File: config.mk
export PLATFORM = sky130hd
export DESIGN_NAME = seq_mul4
export DESIGN_NICKNAME = d
export VERILOG_FILES = /design/src/rtl/mul_pkg.sv /design/src/rtl/addw.sv /design/src/rtl/seq_mul4.sv
export SDC_FILE = /design/constraint.sdc
export NUM_CORES = 1
export LEC_CHECK = 0
export ABC_CLOCK_PERIOD_IN_PS = 3140
export BUFFER_PORTS_ARGS = -buffer_cell sky130_fd_sc_hd__buf_4
export CORE_MARGIN = 3
export CORE_UTILIZATION = 25
export CTS_BUF_LIST = sky130_fd_sc_hd__clkbuf_8
export CTS_CLUSTER_SIZE = 25
export DETAILED_ROUTE_END_ITERATION = 6
export HOLD_SLACK_MARGIN = 0.03
export PLACE_DENSITY = 0.47
export SYNTH_ARGS = -nofsm -noshare
export SYNTH_HDL_FRONTEND = slang
export SYNTH_HIERARCHICAL = 1
export SYNTH_SLANG_ARGS = --single-unit
File: constraint.sdc
create_clock -name clk -period 3.14 [get_ports clk]
set_clock_uncertainty 0.2 [all_clocks]
set_input_delay 0.471 -clock clk [delete_from_list [all_inputs] [get_ports clk]]
set_output_delay 0.471 -clock clk [all_outputs]
set_load 0.02 [all_outputs]
File: src/rtl/mul_pkg.sv
// rtl/mul_pkg.sv - shared types and constants for the sequential multiplier
//
// Purpose: FSM state encoding, default operand width and the step-counter
//          width helper used by seq_mul4.
// Ports:   none (package).

package mul_pkg;

  // Default operand width; the design supports 2..8.
  localparam int W_DEFAULT = 4;

  typedef enum logic [1:0] {
    IDLE = 2'd0,
    RUN  = 2'd1,
    DONE = 2'd2
  } state_t;

  // The step counter must be able to hold the value W, so it needs
  // ceil(log2(W+1)) bits.
  function automatic int cnt_bits(input int w);
    return $clog2(w + 1);
  endfunction

endpackage

File: src/rtl/addw.sv
// rtl/addw.sv - W-bit combinational ripple-carry adder
//
// Purpose: partial-product adder for seq_mul4; holds no state.
// Ports:
//   a    in  W  addend
//   b    in  W  addend
//   cin  in  1  carry in
//   sum  out W  a + b + cin, low W bits
//   cout out 1  carry out of bit W-1

module addw #(
  parameter int W = 4
) (
  input  logic [W-1:0] a,
  input  logic [W-1:0] b,
  input  logic         cin,
  output logic [W-1:0] sum,
  output logic         cout
);

  logic carry;

  always_comb begin
    sum   = '0;
    carry = cin;
    for (int i = 0; i < W; i++) begin
      sum[i] = a[i] ^ b[i] ^ carry;
      carry  = (a[i] & b[i]) | (carry & (a[i] ^ b[i]));
    end
    cout = carry;
  end

endmodule

File: src/rtl/seq_mul4.sv
// rtl/seq_mul4.sv - unsigned shift-and-add sequential multiplier
//
// Purpose: multiplies two W-bit unsigned operands in W clock steps,
//          one partial product per clock, and presents the 2W-bit
//          product with a one-cycle done pulse.
// Ports:
//   clk     in  1   clock, rising edge
//   rst     in  1   synchronous active-high reset
//   start   in  1   begin a multiply (sampled only in IDLE)
//   a       in  W   multiplicand, captured on the accepting edge
//   b       in  W   multiplier, captured on the accepting edge
//   busy    out 1   high while in RUN
//   done    out 1   one-cycle pulse, product valid
//   product out 2W  a*b, held from done until the next accepting edge

module seq_mul4
  import mul_pkg::*;
#(
  parameter int W = W_DEFAULT
) (
  input  logic           clk,
  input  logic           rst,
  input  logic           start,
  input  logic [W-1:0]   a,
  input  logic [W-1:0]   b,
  output logic           busy,
  output logic           done,
  output logic [2*W-1:0] product
);

  localparam int CW = cnt_bits(W);

  state_t          state_q, state_d;
  logic [W-1:0]    m_q, m_d;
  logic [W-1:0]    q_q, q_d;
  logic [W-1:0]    a_q, a_d;
  logic            c_q, c_d;
  logic [CW-1:0]   cnt_q, cnt_d;
  logic [2*W-1:0]  prod_q, prod_d;

  logic [W-1:0]    add_sum;
  logic            add_cout;
  logic [W-1:0]    step_a;
  logic            step_c;
  logic [W-1:0]    shift_a;
  logic [W-1:0]    shift_q;

  // C is cleared on load and by every shift, so it is zero at the start
  // of each step; feeding it as carry-in gives the plain A+M add.
  addw #(.W(W)) u_addw (
    .a    (a_q),
    .b    (m_q),
    .cin  (c_q),
    .sum  (add_sum),
    .cout (add_cout)
  );

  // One partial-product step: conditional add, then {C,A,Q} >> 1.
  always_comb begin
    step_c  = q_q[0] ? add_cout : 1'b0;
    step_a  = q_q[0] ? add_sum  : a_q;
    shift_a = {step_c, step_a[W-1:1]};
    shift_q = {step_a[0], q_q[W-1:1]};
  end

  always_comb begin
    state_d = state_q;
    m_d     = m_q;
    q_d     = q_q;
    a_d     = a_q;
    c_d     = c_q;
    cnt_d   = cnt_q;
    prod_d  = prod_q;
    busy    = 1'b0;
    done    = 1'b0;

    case (state_q)
      IDLE: begin
        if (start) begin
          m_d     = a;
          q_d     = b;
          a_d     = '0;
          c_d     = 1'b0;
          cnt_d   = '0;
          state_d = RUN;
        end
      end

      RUN: begin
        busy  = 1'b1;
        a_d   = shift_a;
        q_d   = shift_q;
        c_d   = 1'b0;
        cnt_d = cnt_q + 1'b1;
        // Last step: capture the finished product so intermediate A/Q
        // never reach the output.
        if (cnt_q == CW'(W - 1)) begin
          prod_d  = {shift_a, shift_q};
          state_d = DONE;
        end
      end

      DONE: begin
        done    = 1'b1;
        state_d = IDLE;
      end

      default: begin
        state_d = IDLE;
      end
    endcase
  end

  always_ff @(posedge clk) begin
    if (rst) begin
      state_q <= IDLE;
      m_q     <= '0;
      q_q     <= '0;
      a_q     <= '0;
      c_q     <= 1'b0;
      cnt_q   <= '0;
      prod_q  <= '0;
    end else begin
      state_q <= state_d;
      m_q     <= m_d;
      q_q     <= q_d;
      a_q     <= a_d;
      c_q     <= c_d;
      cnt_q   <= cnt_d;
      prod_q  <= prod_d;
    end
  end

  assign product = prod_q;

endmodule
Word-level counts from Yosys, hierarchy flattened:

Cells that the tools add are included.

* $add $sub $neg: 1
* equal/unequal tests: 5
* multiplexer cells: 15
* bitwise gates (word level): 20
* reduce and logical (&&, ||, !) cells: 6

Operator list (number)
* $pmux W4 S2: 2
* $mux W4: 3
* $and A1 B1 Y1: 8
* $reduce_and A2 Y1: 4
* $xor A1 B1 Y1: 8
* $pmux W3 S2: 1
* $mux W1: 4
* $mux W2: 2
* $ne A2 B2 Y1 const B: 2
* $or A1 B1 Y1: 4
* $pmux W2 S2: 1
* $add A3 B1 Y3 const B: 1
* $eq A3 B2 Y1 const B: 1
* $mux W3: 1
* $eq A2 B1 Y1 const B: 1
* $eq A2 B2 Y1 const B: 1
* $logic_not A2 Y1: 1
* $pmux W1 S2: 1
* $reduce_bool A2 Y1: 1

* flip-flop bits (word level): 26
* output and inout port bits: 10
* logic and storage cells: 54

Depth between registers and ports, before layout:

Gate-level depths: netlist of run 1.

* depth after elaboration: 11
* depth in mapped cells: 11

By module:

Netlist of run 1, hierarchy kept.

Modules (own cells, without submodules)
* seq_mul4: times used 1, cells each 115, area each 1079.8 um^2, seq. area each 500.5 um^2
* addw: times used 1, cells each 14, area each 117.6 um^2, seq. area each 0.0 um^2

Worst setup path after synthesis of run 1:

OpenSTA, ideal clock, no wires.

* kind: register -> register
* start point: register a_q[0]
* end point: register a_q[2]
* setup time: 128 ps
* data arrival time: 2134 ps
* slack: 678 ps
* cell stages (with the launch flop): 12
* buffers on the path: 0
* period minus slack after synthesis: 2462 ps
* cells stage by stage: dfxtp_1 -> fa_1 -> inv_1 -> fa_1 -> inv_1 -> fa_1 -> inv_1 -> fa_1 -> inv_1 -> mux2_2 -> a22oi_1 -> nor2_1

* cells in the longest elaborated chain, start to end: 10
* elaborated cells between the ends (all ways): 11
* classes of those cells: mux (2); bitwise (9)

RTL lines
* start, declared: RTL line seq_mul4.sv:36 `logic [W-1:0] a_q, a_d;`
* start signal, assigned: RTL line seq_mul4.sv:119 `a_q <= '0;`
* start signal, assigned: RTL line seq_mul4.sv:127 `a_q <= a_d;`
* $xor A1 B1 Y1: RTL line addw.sv:28 `carry = (a[i] & b[i]) | (carry & (a[i] ^ b[i]));`
* $and A1 B1 Y1: RTL line addw.sv:28
* $or A1 B1 Y1 *: RTL line addw.sv:28
* $and A1 B1 Y1 *: RTL line addw.sv:28
* $or A1 B1 Y1 *: RTL line addw.sv:28
* $and A1 B1 Y1 *: RTL line addw.sv:28
* $or A1 B1 Y1 *: RTL line addw.sv:28
* $xor A1 B1 Y1 *: RTL line addw.sv:27 `sum[i] = a[i] ^ b[i] ^ carry;`
* net add_sum[3]: RTL line seq_mul4.sv:41 `logic [W-1:0] add_sum;`
* $mux W4 *: RTL line seq_mul4.sv:61 `step_a = q_q[0] ? add_sum : a_q;`
* $pmux W4 S2 *: RTL line seq_mul4.sv:77 `case (state_q)`

The timed path passes the listed nets; every way through them passes the cells marked *.
A chain may end at the register's enable or synchronous reset.

Final worst setup path of run 1:

Same ends and word-level chain as after synthesis.

==> reports/results.ini, run 1 <==
[critical_path]
crit_end=a_q[2]$_SDFFE_PP0P_
slowest_stage=fa_1
rr_worst_depth=11
crit_cells=11
critPathMaxStageDelay_ns=0.47
r2r-start=a_q[0]$_SDFFE_PP0P_
cp_data_required_time_ns=3.09
cp_max_fo=3
crit_type=reg2reg
path_cells=fa_1, inv_1, fa_1, inv_1, fa_1, inv_1, fa_1, inv_1, mux2_2, a22oi_1, nor2_1
cp_num_buf_inv=4
r2r-end=a_q[2]$_SDFFE_PP0P_
end_kind=flop
crit_start=a_q[0]$_SDFFE_PP0P_
reg2reg_slack_ns=0.55
crit_family=adder cells
arrival_ns=2.54
start_kind=flop

[grt]
grt_pass1_wl_um=4326
grt_pass1_vias=904
antenna_found_initial=0
grt_start_max_net_pins=27
grt_usage_pct=10.07
grt_remaining_overflow=0

[power]
total_leakage_power_nw=0.5791
pwr-share-clk_pct=31.3
pwr-share-comb_pct=12.5
p_seq_share_pct=56.2
p_sw_uw=156.0
internal_power_uw=451.5
swShare_pct=25.68
power_density_mw_per_mm2=431.6
ir_drop_uv=249.0

[logic_synthesis]
synthAdderAreaFrac_pct=8.777
synth.distinct_cells=33
synthMuxAreaShare_pct=7.001
synthFlopType=dfxtp_1
syn-cell-area_mm2=0.001197
synth_edf_count=0
synth_seq_cells=25
synth_top_family_by_area=simple AND/OR/NAND/NOR gates
seq_area_frac_synth_pct=41.80
syn_avg_cell_area_um2=9.282
synth_simple_gate_area_share_pct=18.29
synthXorXnorAreaFrac_pct=0
synth_compound_area_share_pct=15.57
synth.yosys.warnings=6
netlist_instances=129
synthArstFlopShare_pct=0
syn_nets=146

[timing]
slew_violations=0
min_period_ns=2.591
final_hold_viol_count=0
finalCritPeriodShare_pct=82.51
fmax_mhz=386.0
setup_viol=0
rsz0062_at_grt=no
tns_ns=0

[cells_and_area]
multi_input_area_um2=598.1
regArea_um2=500.5
layout.nets=163
antenna_cells=0
final_common_cell=dfxtp_1
fillCellCount=492
fin_util_pct=31.46
synthToLayoutAreaGrowth_pct=17.55
design_area_mm2=0.001408
mostFrequentLayoutCells=dfxtp_1 (25), nor2_1 (21), buf_4 (20)
drive_gt1_share_pct=26.21

[detailed_routing]
drt_pre_antenna_iters=4
wl_met2_um=1157
drc=0
vias_per_cell=4.624
wirelength_um=2525
ant_nets=0
vias=911
met1_length_um=1231
drtIter0Drc=22
dr_wl_met3_um=123
dr.max_layer_used=met4
wl_per_cell_um=12.82

[clocking]
cts_setup_buffers=0
cts.repair.resized=0
clk-insertion-delay-late_ns=0.27
cts-root-buf=clkbuf_8
h-tree-depth=1
cts_buffers=3
cts_tree=built
hold_buffers=0
cts_num_sinks=25
clk_pin_slew_ns=0.08
clockBufferDepth=2

[placement]
post-dp-hpwl_um=1894
postPlaceCellArea_mm2=0.001361
portBuffers=20
place.gp.congestion=0.6844

[die]
die_area_mm2=0.005656
pin_count=21
row_count=24
initial_core_util_pct=26.76
die-width_um=75.21
core_area_mm2=0.004474
dieHeight_um=75.21

[flow_run]
cap_violations=0

[status]
status=finished clean

[hold_path]
min_path_type=in2reg

-- routing by layer --
layer  global-route usage [%]  vias up
met5                        0        -
met2                    16.83       18
met3                    3.471        2
met4                    1.748        0
li1                         -      463
met1                    12.77      428
-- power by group through the flow --
stage               Combinational (mW)  Clock (mW)  Sequential (mW)
floorplan                       0.0647           0            0.342
global placement                0.0749           0            0.348
detailed placement              0.0779           0            0.349
CTS                             0.0780       0.204            0.342
global route                    0.0857       0.214            0.344
finish                          0.0761       0.190            0.341
-- sequential cells by signal, indices dropped and copies added (netlist names) --
register  cells
state_q       2
cnt_q         3
a_q           4
m_q           4
q_q           4
product       8
-- cells in the mapped netlist (2+ instances only) --
cell type	n	share of area, %
nand2b_1	2	1.0
inv_1	11	3.4
clkbuf_1	3	0.94
nor3_1	3	1.3
a21oi_1	6	2.5
nand2_1	11	3.4
buf_2	2	0.84
mux2_2	3	2.8
dfxtp_1	25	42
mux2i_1	5	4.2
a211oi_2	4	4.2
a21oi_2	3	2.2
nor2_1	21	6.6
fa_1	4	6.7
a22oi_1	4	2.5
nand3_1	3	1.3
buf_6	2	1.9
ha_1	2	2.1
-- worst reg2reg max path, delay by kind of cell, from the launching register on --
kind | cells | cell delay (ns)
compound gates | 1 | 0.18
fa+ha+maj | 4 | 1.17
buf+inv | 4 | 0.21
flops | 1 | 0.40
mux | 1 | 0.26
simple gates | 1 | 0.05
-- kinds of logic after synthesis --
| logic type | count (synthesis) |
|---|---|
| simple gates | 46 |
| flops | 25 |
| compound gates | 23 |
| buf+inv | 20 |
| mux | 8 |
| fa+ha+maj | 6 |
| other cells | 1 |
-- through the flow --
stage	total power, mW	instances	hold slack [ns]	worst slack [ns]
after floorplan	0.4068	129	0.2479	0.6781
after global placement	0.4231	193	0.2471	0.6250
after detailed placement	0.4269	193	0.2549	0.5520
after CTS	0.6236	197	0.2308	0.5387
after global routing	0.6437	197	0.2492	0.3895
final	0.6075	197	0.2390	0.5491
-- layout make-up --
type / instances / share of cell area (%)
multi-input cells: 84 / 42.49
clock inverters: 1 / 0.3556
clock buffers: 3 / 2.933
inverters: 12 / 3.378
flip-flops and latches: 25 / 35.56
repair buffers: 20 / 10.67
well taps: 52 / 4.622
-- how the worst min path moves through the flow --
stage / start / endpoint / slack (ns) / cells past startpoint
2_1_floorplan: cnt_q[2]$_SDFFE_PP0P_ / cnt_q[2]$_SDFFE_PP0P_ / 0.25 / 2
3_3_place_gp: product[0]$_SDFFE_PP0P_ / product[0]$_SDFFE_PP0P_ / 0.25 / 2
3_5_place_dp: product[0]$_SDFFE_PP0P_ / product[0]$_SDFFE_PP0P_ / 0.25 / 2
4_1_cts: a[1] / m_q[1]$_SDFFE_PP0P_ / 0.23 / 3
5_1_grt: a[1] / m_q[1]$_SDFFE_PP0P_ / 0.25 / 3
6_report: a[3] / m_q[3]$_SDFFE_PP0P_ / 0.24 / 3
Note: power is estimated with default switching activity, not from simulation.
==> run 2: changes to the inputs <==
ABC_CLOCK_PERIOD_IN_PS = 2400   (was 3140)
clock period = 2.4 ns   (was 3.14 ns; I/O delays follow)
==> reports/results.ini, run 2 (synthesis results as in run 1) <==
[die]
row_count=24  ; unchanged
dieHeight_um=75.21  ; unchanged
die_area_mm2=0.005656  ; unchanged
die-width_um=75.21  ; unchanged
core_area_mm2=0.004474  ; unchanged
initial_core_util_pct=26.76  ; unchanged
pin_count=21  ; unchanged

[placement]
place.gp.congestion=0.7014  ; was 0.6844
post-dp-hpwl_um=1914  ; was 1894 µm
placed_cells=194  ; was 193
portBuffers=20  ; unchanged

[detailed_routing]
wirelength_um=2697  ; was 2525 µm
drtIter0Drc=44  ; was 22
wl_per_cell_um=13.62  ; was 12.82 µm
met1_length_um=1275  ; was 1231 µm
dr_wl_met3_um=144  ; was 123 µm
drt_pre_antenna_iters=4  ; unchanged
vias_per_cell=4.631  ; was 4.624
drc=0  ; unchanged
wl_met2_um=1264  ; was 1157 µm
vias=917  ; was 911
ant_nets=0  ; unchanged
dr.max_layer_used=met4  ; unchanged

[clocking]
cts_num_sinks=25  ; unchanged
cts-root-buf=clkbuf_8  ; unchanged
clockBufferDepth=2  ; unchanged
hold_buffers=0  ; unchanged
cts_buffers=3  ; unchanged
clk_pin_slew_ns=0.09  ; was 0.08 ns
cts_tree=built  ; unchanged
h-tree-depth=1  ; unchanged
clk-insertion-delay-late_ns=0.28  ; was 0.27 ns

[power]
p_sw_uw=223.4  ; was 156.0 µW
swShare_pct=27.31  ; was 25.68%
pwr-share-comb_pct=12.7  ; was 12.5%
ir_drop_uv=240.7  ; was 249.0 µV
power_density_mw_per_mm2=569.4  ; was 431.6 mW/mm²
total_leakage_power_nw=0.5786  ; was 0.5791 nW
pwr-share-clk_pct=32.6  ; was 31.3%
internal_power_uw=594.5  ; was 451.5 µW
fin_total_pwr_uw=817.9  ; was 607.5 µW
p_seq_share_pct=54.7  ; was 56.2%

[cells_and_area]
synthToLayoutAreaGrowth_pct=19.96  ; was 17.55%
fin_util_pct=32.10  ; was 31.46%
layout.nets=164  ; was 163
final_common_cell=dfxtp_1  ; unchanged
mostFrequentLayoutCells=dfxtp_1 (23), nor2_1 (21), buf_4 (21)  ; was dfxtp_1 (25), nor2_1 (21), buf_4 (20)
drive_gt1_share_pct=32.88  ; was 26.21%
largest_reg_flops=8  ; unchanged
antenna_cells=0  ; unchanged
instances_no_fill=198  ; was 197
fillCellCount=471  ; was 492

[grt]
grt_remaining_overflow=0  ; unchanged
grt_pass1_vias=976  ; was 904
grt_start_max_net_pins=27  ; unchanged
grt_pass1_wl_um=4367  ; was 4326 µm
grt_usage_pct=10.12  ; was 10.07%
antenna_found_initial=0  ; unchanged

[critical_path]
start_kind=flop  ; unchanged
crit_type=reg2reg  ; unchanged
cp_max_fo=2  ; was 3
cp_data_required_time_ns=2.36  ; was 3.09 ns
arrival_ns=2.47  ; was 2.54 ns
end_kind=flop  ; unchanged

[timing]
rsz0062_at_grt=yes  ; was no
fmax_mhz=398.9  ; was 386.0 MHz
final_hold_viol_count=0  ; unchanged
setup_viol=2  ; was 0
slew_violations=0  ; unchanged
fin_ws_ns=-0.1069  ; was 0.5491 ns
tns_ns=-0.1455  ; was 0 ns
finalCritPeriodShare_pct=104.5  ; was 82.51%
min_period_ns=2.507  ; was 2.591 ns

[status]
status=finished with violations  ; was finished clean
violations=setup timing

[hold_path]
min_path_type=in2reg  ; unchanged

[flow_run]
cap_violations=0  ; unchanged

[run 2: final timing paths]
check,start,end,slack [ns],cells after the start
setup / recovery,a_q[0]$_SDFFE_PP0P_,a_q[2]$_SDFFE_PP0P_,-0.11,11
hold / removal,a[1],m_q[1]$_SDFFE_PP0P_,0.12,3
setup reg to reg,a_q[0]$_SDFFE_PP0P_,a_q[2]$_SDFFE_PP0P_,-0.11,11
hold reg to reg,product[0]$_SDFFE_PP0P_,product[0]$_SDFFE_PP0P_,0.26,2
[run 2: layout make-up]
| type | instances | area [µm²] | area share [%] |
|---|---|---|---|
| flip-flops and latches | 25 | 503.0 | 35.02 |
| repair buffers | 21 | 157.7 | 10.98 |
| inverters | 12 | 47.55 | 3.310 |
| clock inverters | 1 | 7.507 | 0.5226 |
| multi-input cells | 84 | 614.3 | 42.77 |
| well taps | 52 | 65.06 | 4.530 |
| clock buffers | 3 | 41.29 | 2.875 |
[run 2: per-stage QoR]
step,hold WS [ns],worst slack (ns),instance area [µm²]
floorplan,0.2479,-0.01363,1200
global placement,0.2474,-0.05179,1371
detailed placement,0.2508,-0.1263,1371
CTS,0.1133,-0.1255,1436
global route,0.1284,-0.2022,1436
finish,0.1176,-0.1069,1436
[run 2: power by group through the flow]
| stage | Combinational, mW | Clock (mW) | Sequential, mW |
|---|---|---|---|
| after global placement | 0.0985 | 0 | 0.456 |
| after global routing | 0.116 | 0.289 | 0.450 |
| after CTS | 0.105 | 0.280 | 0.448 |
| final | 0.104 | 0.267 | 0.448 |
| after floorplan | 0.0846 | 0 | 0.448 |
| after detailed placement | 0.102 | 0 | 0.457 |
[run 2: worst max-delay path: stages (launching register included)]
cell and delay (ns):
dfxtp_2 0.36, fa_2 0.20, inv_2 0.04, fa_2 0.32, inv_2 0.06, fa_2 0.19
inv_2 0.04, fa_1 0.48, inv_1 0.04, mux2_4 0.26, a22oi_2 0.15, nor2_1 0.06
[run 2: layer usage]
metal  track usage [%]  vias to the layer above
met5                 0                        -
met4             1.942                        0
met3             2.937                        4
met2             17.89                       20
met1             12.27                      432
li1                  -                      461
[run 2: repair_timing]
item                       4_1_cts  5_1_grt
pin swaps                        2        2
buffers inserted                 0        0
gates resized for setup          8        0
setup endpoints to repair        2        2
==> run 3: changes to the inputs <==
ABC_AREA = 1   (was not set)
BUFFER_PORTS_ARGS = not set   (was -buffer_cell sky130_fd_sc_hd__buf_4)
DONT_BUFFER_PORTS = 1   (was not set)
PLACE_DENSITY = 0.43   (was 0.47)
==> reports/results.ini, run 3 <==
[power]
pwr-share-comb_pct=10.8  ; was 12.7%
internal_power_uw=577.9  ; was 594.5 µW
ir_drop_uv=206.4  ; was 240.7 µV
p_sw_uw=208.0  ; was 223.4 µW
swShare_pct=26.46  ; was 27.31%
pwr-share-clk_pct=32.9  ; was 32.6%
total_leakage_power_nw=0.5773  ; was 0.5786 nW
p_seq_share_pct=56.3  ; was 54.7%
power_density_mw_per_mm2=598.7  ; was 569.4 mW/mm²

[flow_run]
cap_violations=0  ; unchanged

[cells_and_area]
antenna_cells=0  ; unchanged
layout.nets=182  ; was 164
fillCellCount=498  ; was 471
final_common_cell=nand2_1  ; was dfxtp_1
mostFrequentLayoutCells=nand2_1 (46), dfxtp_1 (23), nor2_1 (18)  ; was dfxtp_1 (23), nor2_1 (21), buf_4 (21)
synthToLayoutAreaGrowth_pct=12.92  ; was 19.96%
instances_no_fill=216  ; was 198
fin_util_pct=29.73  ; was 32.10%
largest_reg_flops=8  ; unchanged
drive_gt1_share_pct=14.63  ; was 32.88%

[placement]
portBuffers=0  ; was 20
placed_cells=208  ; was 194
place.gp.congestion=0.7530  ; was 0.7014
post-dp-hpwl_um=1843  ; was 1914 µm
dp_worst_setup_slack_ns=-0.06264  ; was -0.1263 ns

[grt]
grt_pass1_vias=923  ; was 976
grt_pass1_wl_um=4367  ; unchanged
grt_remaining_overflow=0  ; unchanged
grt_usage_pct=10.43  ; was 10.12%
grt_start_max_net_pins=17  ; was 27
antenna_found_initial=0  ; unchanged

[clocking]
cts-root-buf=clkbuf_8  ; unchanged
clk_pin_slew_ns=0.10  ; was 0.09 ns
clk-insertion-delay-late_ns=0.27  ; was 0.28 ns
clockBufferDepth=2  ; unchanged
cts_buffers=3  ; unchanged
cts_num_sinks=25  ; unchanged
cts_tree=built  ; unchanged
h-tree-depth=1  ; unchanged
hold_buffers=4  ; was 0

[critical_path]
cp_max_fo=2  ; unchanged
start_kind=flop  ; unchanged
crit_type=reg2reg  ; unchanged
path_cells=fa_2, inv_2, fa_2, inv_2, fa_2, inv_2, fa_1, inv_1, nand2_1, nand2_2, nand2_1, a21oi_1  ; was fa_2, inv_2, fa_2, inv_2, fa_2, inv_2, fa_1, inv_1, mux2_4, a22oi_2, nor2_1
crit_family=adder cells  ; unchanged
rr_worst_depth=12  ; was 11
critPathMaxStageDelay_ns=0.40  ; was 0.48 ns
cp_num_buf_inv=4  ; unchanged
slowest_stage=fa_1  ; unchanged
crit_cells=12  ; was 11
end_kind=flop  ; unchanged
cp_data_required_time_ns=2.40  ; was 2.36 ns
arrival_ns=2.38  ; was 2.47 ns

[logic_synthesis]
synth_common_cells=nand2_1 (47), dfxtp_1 (25), inv_1 (20), nor2_1 (18), o21ai_0 (10)  ; was dfxtp_1 (25), nor2_1 (21), inv_1 (11), nand2_1 (11), a21oi_1 (6)
synth_top_area_share_pct=43.06  ; was 41.80%
synth.yosys.warnings=6  ; unchanged
netlist_instances=158  ; was 129
syn-cell-area_mm2=0.001162  ; was 0.001197 mm²
seq_area_frac_synth_pct=43.06  ; was 41.80%
synth_most_common_cell=nand2_1  ; was dfxtp_1
syn_nets=175  ; was 146
synth.distinct_cells=21  ; was 33
synthArstFlopShare_pct=0  ; unchanged
syn_avg_cell_area_um2=7.357  ; was 9.282 µm²
synth_edf_count=0  ; unchanged
synthFlopType=dfxtp_1  ; unchanged
yosys.area.top_type=dfxtp_1  ; unchanged
synth_seq_cells=25  ; unchanged
synth_area_leaders=dfxtp_1 (43%), nand2_1 (15%), fa_1 (6.9%), inv_1 (6.5%), nor2_1 (5.8%)  ; was dfxtp_1 (42%), fa_1 (6.7%), nor2_1 (6.6%), a211oi_2 (4.2%), mux2i_1 (4.2%)

[timing]
min_period_ns=2.380  ; was 2.507 ns
whs_ns=-0.05910  ; was 0.1176 ns
relSlewSlack_pct=57.60
finalCritPeriodShare_pct=99.15  ; was 104.5%
final_hold_viol_count=5  ; was 0
fin_ws_ns=0.02031  ; was -0.1069 ns
rsz0062_at_grt=yes  ; unchanged
worstMarginPinSlew_ns=0.6359
slew_violations=0  ; unchanged
tns_ns=0  ; was -0.1455 ns
fmax_mhz=420.2  ; was 398.9 MHz
setup_viol=0  ; was 2

[die]
row_count=24  ; unchanged
dieHeight_um=74.19  ; was 75.21 µm
die_area_mm2=0.005503  ; was 0.005656 mm²
pin_count=21  ; unchanged
core_area_mm2=0.004414  ; was 0.004474 mm²
initial_core_util_pct=26.33  ; was 26.76%
die-width_um=74.19  ; was 75.21 µm

[detailed_routing]
drt_pre_antenna_iters=4  ; unchanged
vias_per_cell=4.310  ; was 4.631
drc=0  ; unchanged
wl_per_cell_um=11.65  ; was 13.62 µm
ant_nets=0  ; unchanged
vias=931  ; was 917
drtIter0Drc=34  ; was 44
wirelength_um=2516  ; was 2697 µm

[hold_path]
min_path_type=in2reg  ; unchanged
min_path_cells=1  ; was 3

[status]
status=finished with violations  ; unchanged
violations=hold timing  ; was setup timing

run 3: cell types whose count changed after synthesis, moves of 3 or more:
cell	previous run	this run
a211oi_2	4	0
a22oi_1	4	0
clkbuf_1	3	0
inv_1	11	20
inv_2	0	3
mux2_2	3	0
mux2i_1	5	0
nand2_1	11	47
nand3_1	3	9
nor2_1	21	18
nor3_1	3	0
o21ai_0	0	10
run 3: cell type report:
| cell class | instances | area, µm² | area share [%] |
|---|---|---|---|
| Timing Repair Buffer | 5 | 47.55 | 3.622 |
| Sequential cell | 25 | 503.0 | 38.32 |
| Clock inverter | 1 | 7.507 | 0.5720 |
| Clock buffer | 3 | 41.29 | 3.146 |
| Multi-Input combinational cell | 106 | 556.8 | 42.42 |
| Inverter | 24 | 91.34 | 6.959 |
| Tap cell | 52 | 65.06 | 4.957 |
run 3: power groups by stage:
| stage | logic [mW] | registers [mW] | clock network (mW) |
|---|---|---|---|
| after CTS | 0.0860 | 0.443 | 0.271 |
| after detailed placement | 0.0797 | 0.452 | 0 |
| final | 0.0850 | 0.443 | 0.258 |
| after global placement | 0.0793 | 0.451 | 0 |
| after global routing | 0.100 | 0.444 | 0.285 |
| after floorplan | 0.0690 | 0.449 | 0 |
run 3: worst paths after layout:
check	startpoint	end	slack [ns]
worst min-delay path	rst	product[7]$_SDFFE_PP0P_	-0.06
worst max-delay path	m_q[0]$_SDFFE_PP0P_	a_q[2]$_SDFFE_PP0P_	0.02
worst max register to register	m_q[0]$_SDFFE_PP0P_	a_q[2]$_SDFFE_PP0P_	0.02
worst min register to register	a_q[3]$_SDFFE_PP0P_	a_q[3]$_SDFFE_PP0P_	0.28
run 3: metal layers:
layer | GRT usage, % | vias up | routed length [µm]
li1 | - | 489 | -
met1 | 13.49 | 422 | 1149
met2 | 15.94 | 16 | 1163
met3 | 3.514 | 4 | 174
met4 | 4.225 | 0 | 29
met5 | 0 | - | 0
run 3: logic make-up after synthesis:
kind of cell / share of synthesized area [%]
AOI/OAI and AO/OA: 9.258
adders and majority gates: 9.042
buffers and inverters: 9.902
DFF: 43.06
other: 0.3226
and+or+nand+nor: 28.42
run 3: through the flow:
step	hold slack [ns]	total power [mW]	area [µm²]
floorplan	0.2427	0.5182	1162
global placement	0.2257	0.5304	1211
detailed placement	0.2285	0.5315	1211
CTS	-0.06473	0.7999	1310
global route	-0.06700	0.8300	1313
finish	-0.05910	0.7858	1313
run 3: repair_timing:
action                     CTS  global route
setup buffers                0             0
hold endpoints to repair     9             5
resized for setup            8             1
setup endpoints to repair    2             2
pin swaps                    5             4
run 3: worst register-to-register path, cell delays in order (launching register included):
cell	delay [ns]
dfxtp_2	0.34
fa_2	0.35
inv_2	0.06
fa_2	0.18
inv_2	0.04
fa_2	0.32
inv_2	0.06
fa_1	0.40
inv_1	0.06
nand2_1	0.05
nand2_2	0.08
nand2_1	0.05
a21oi_1	0.13
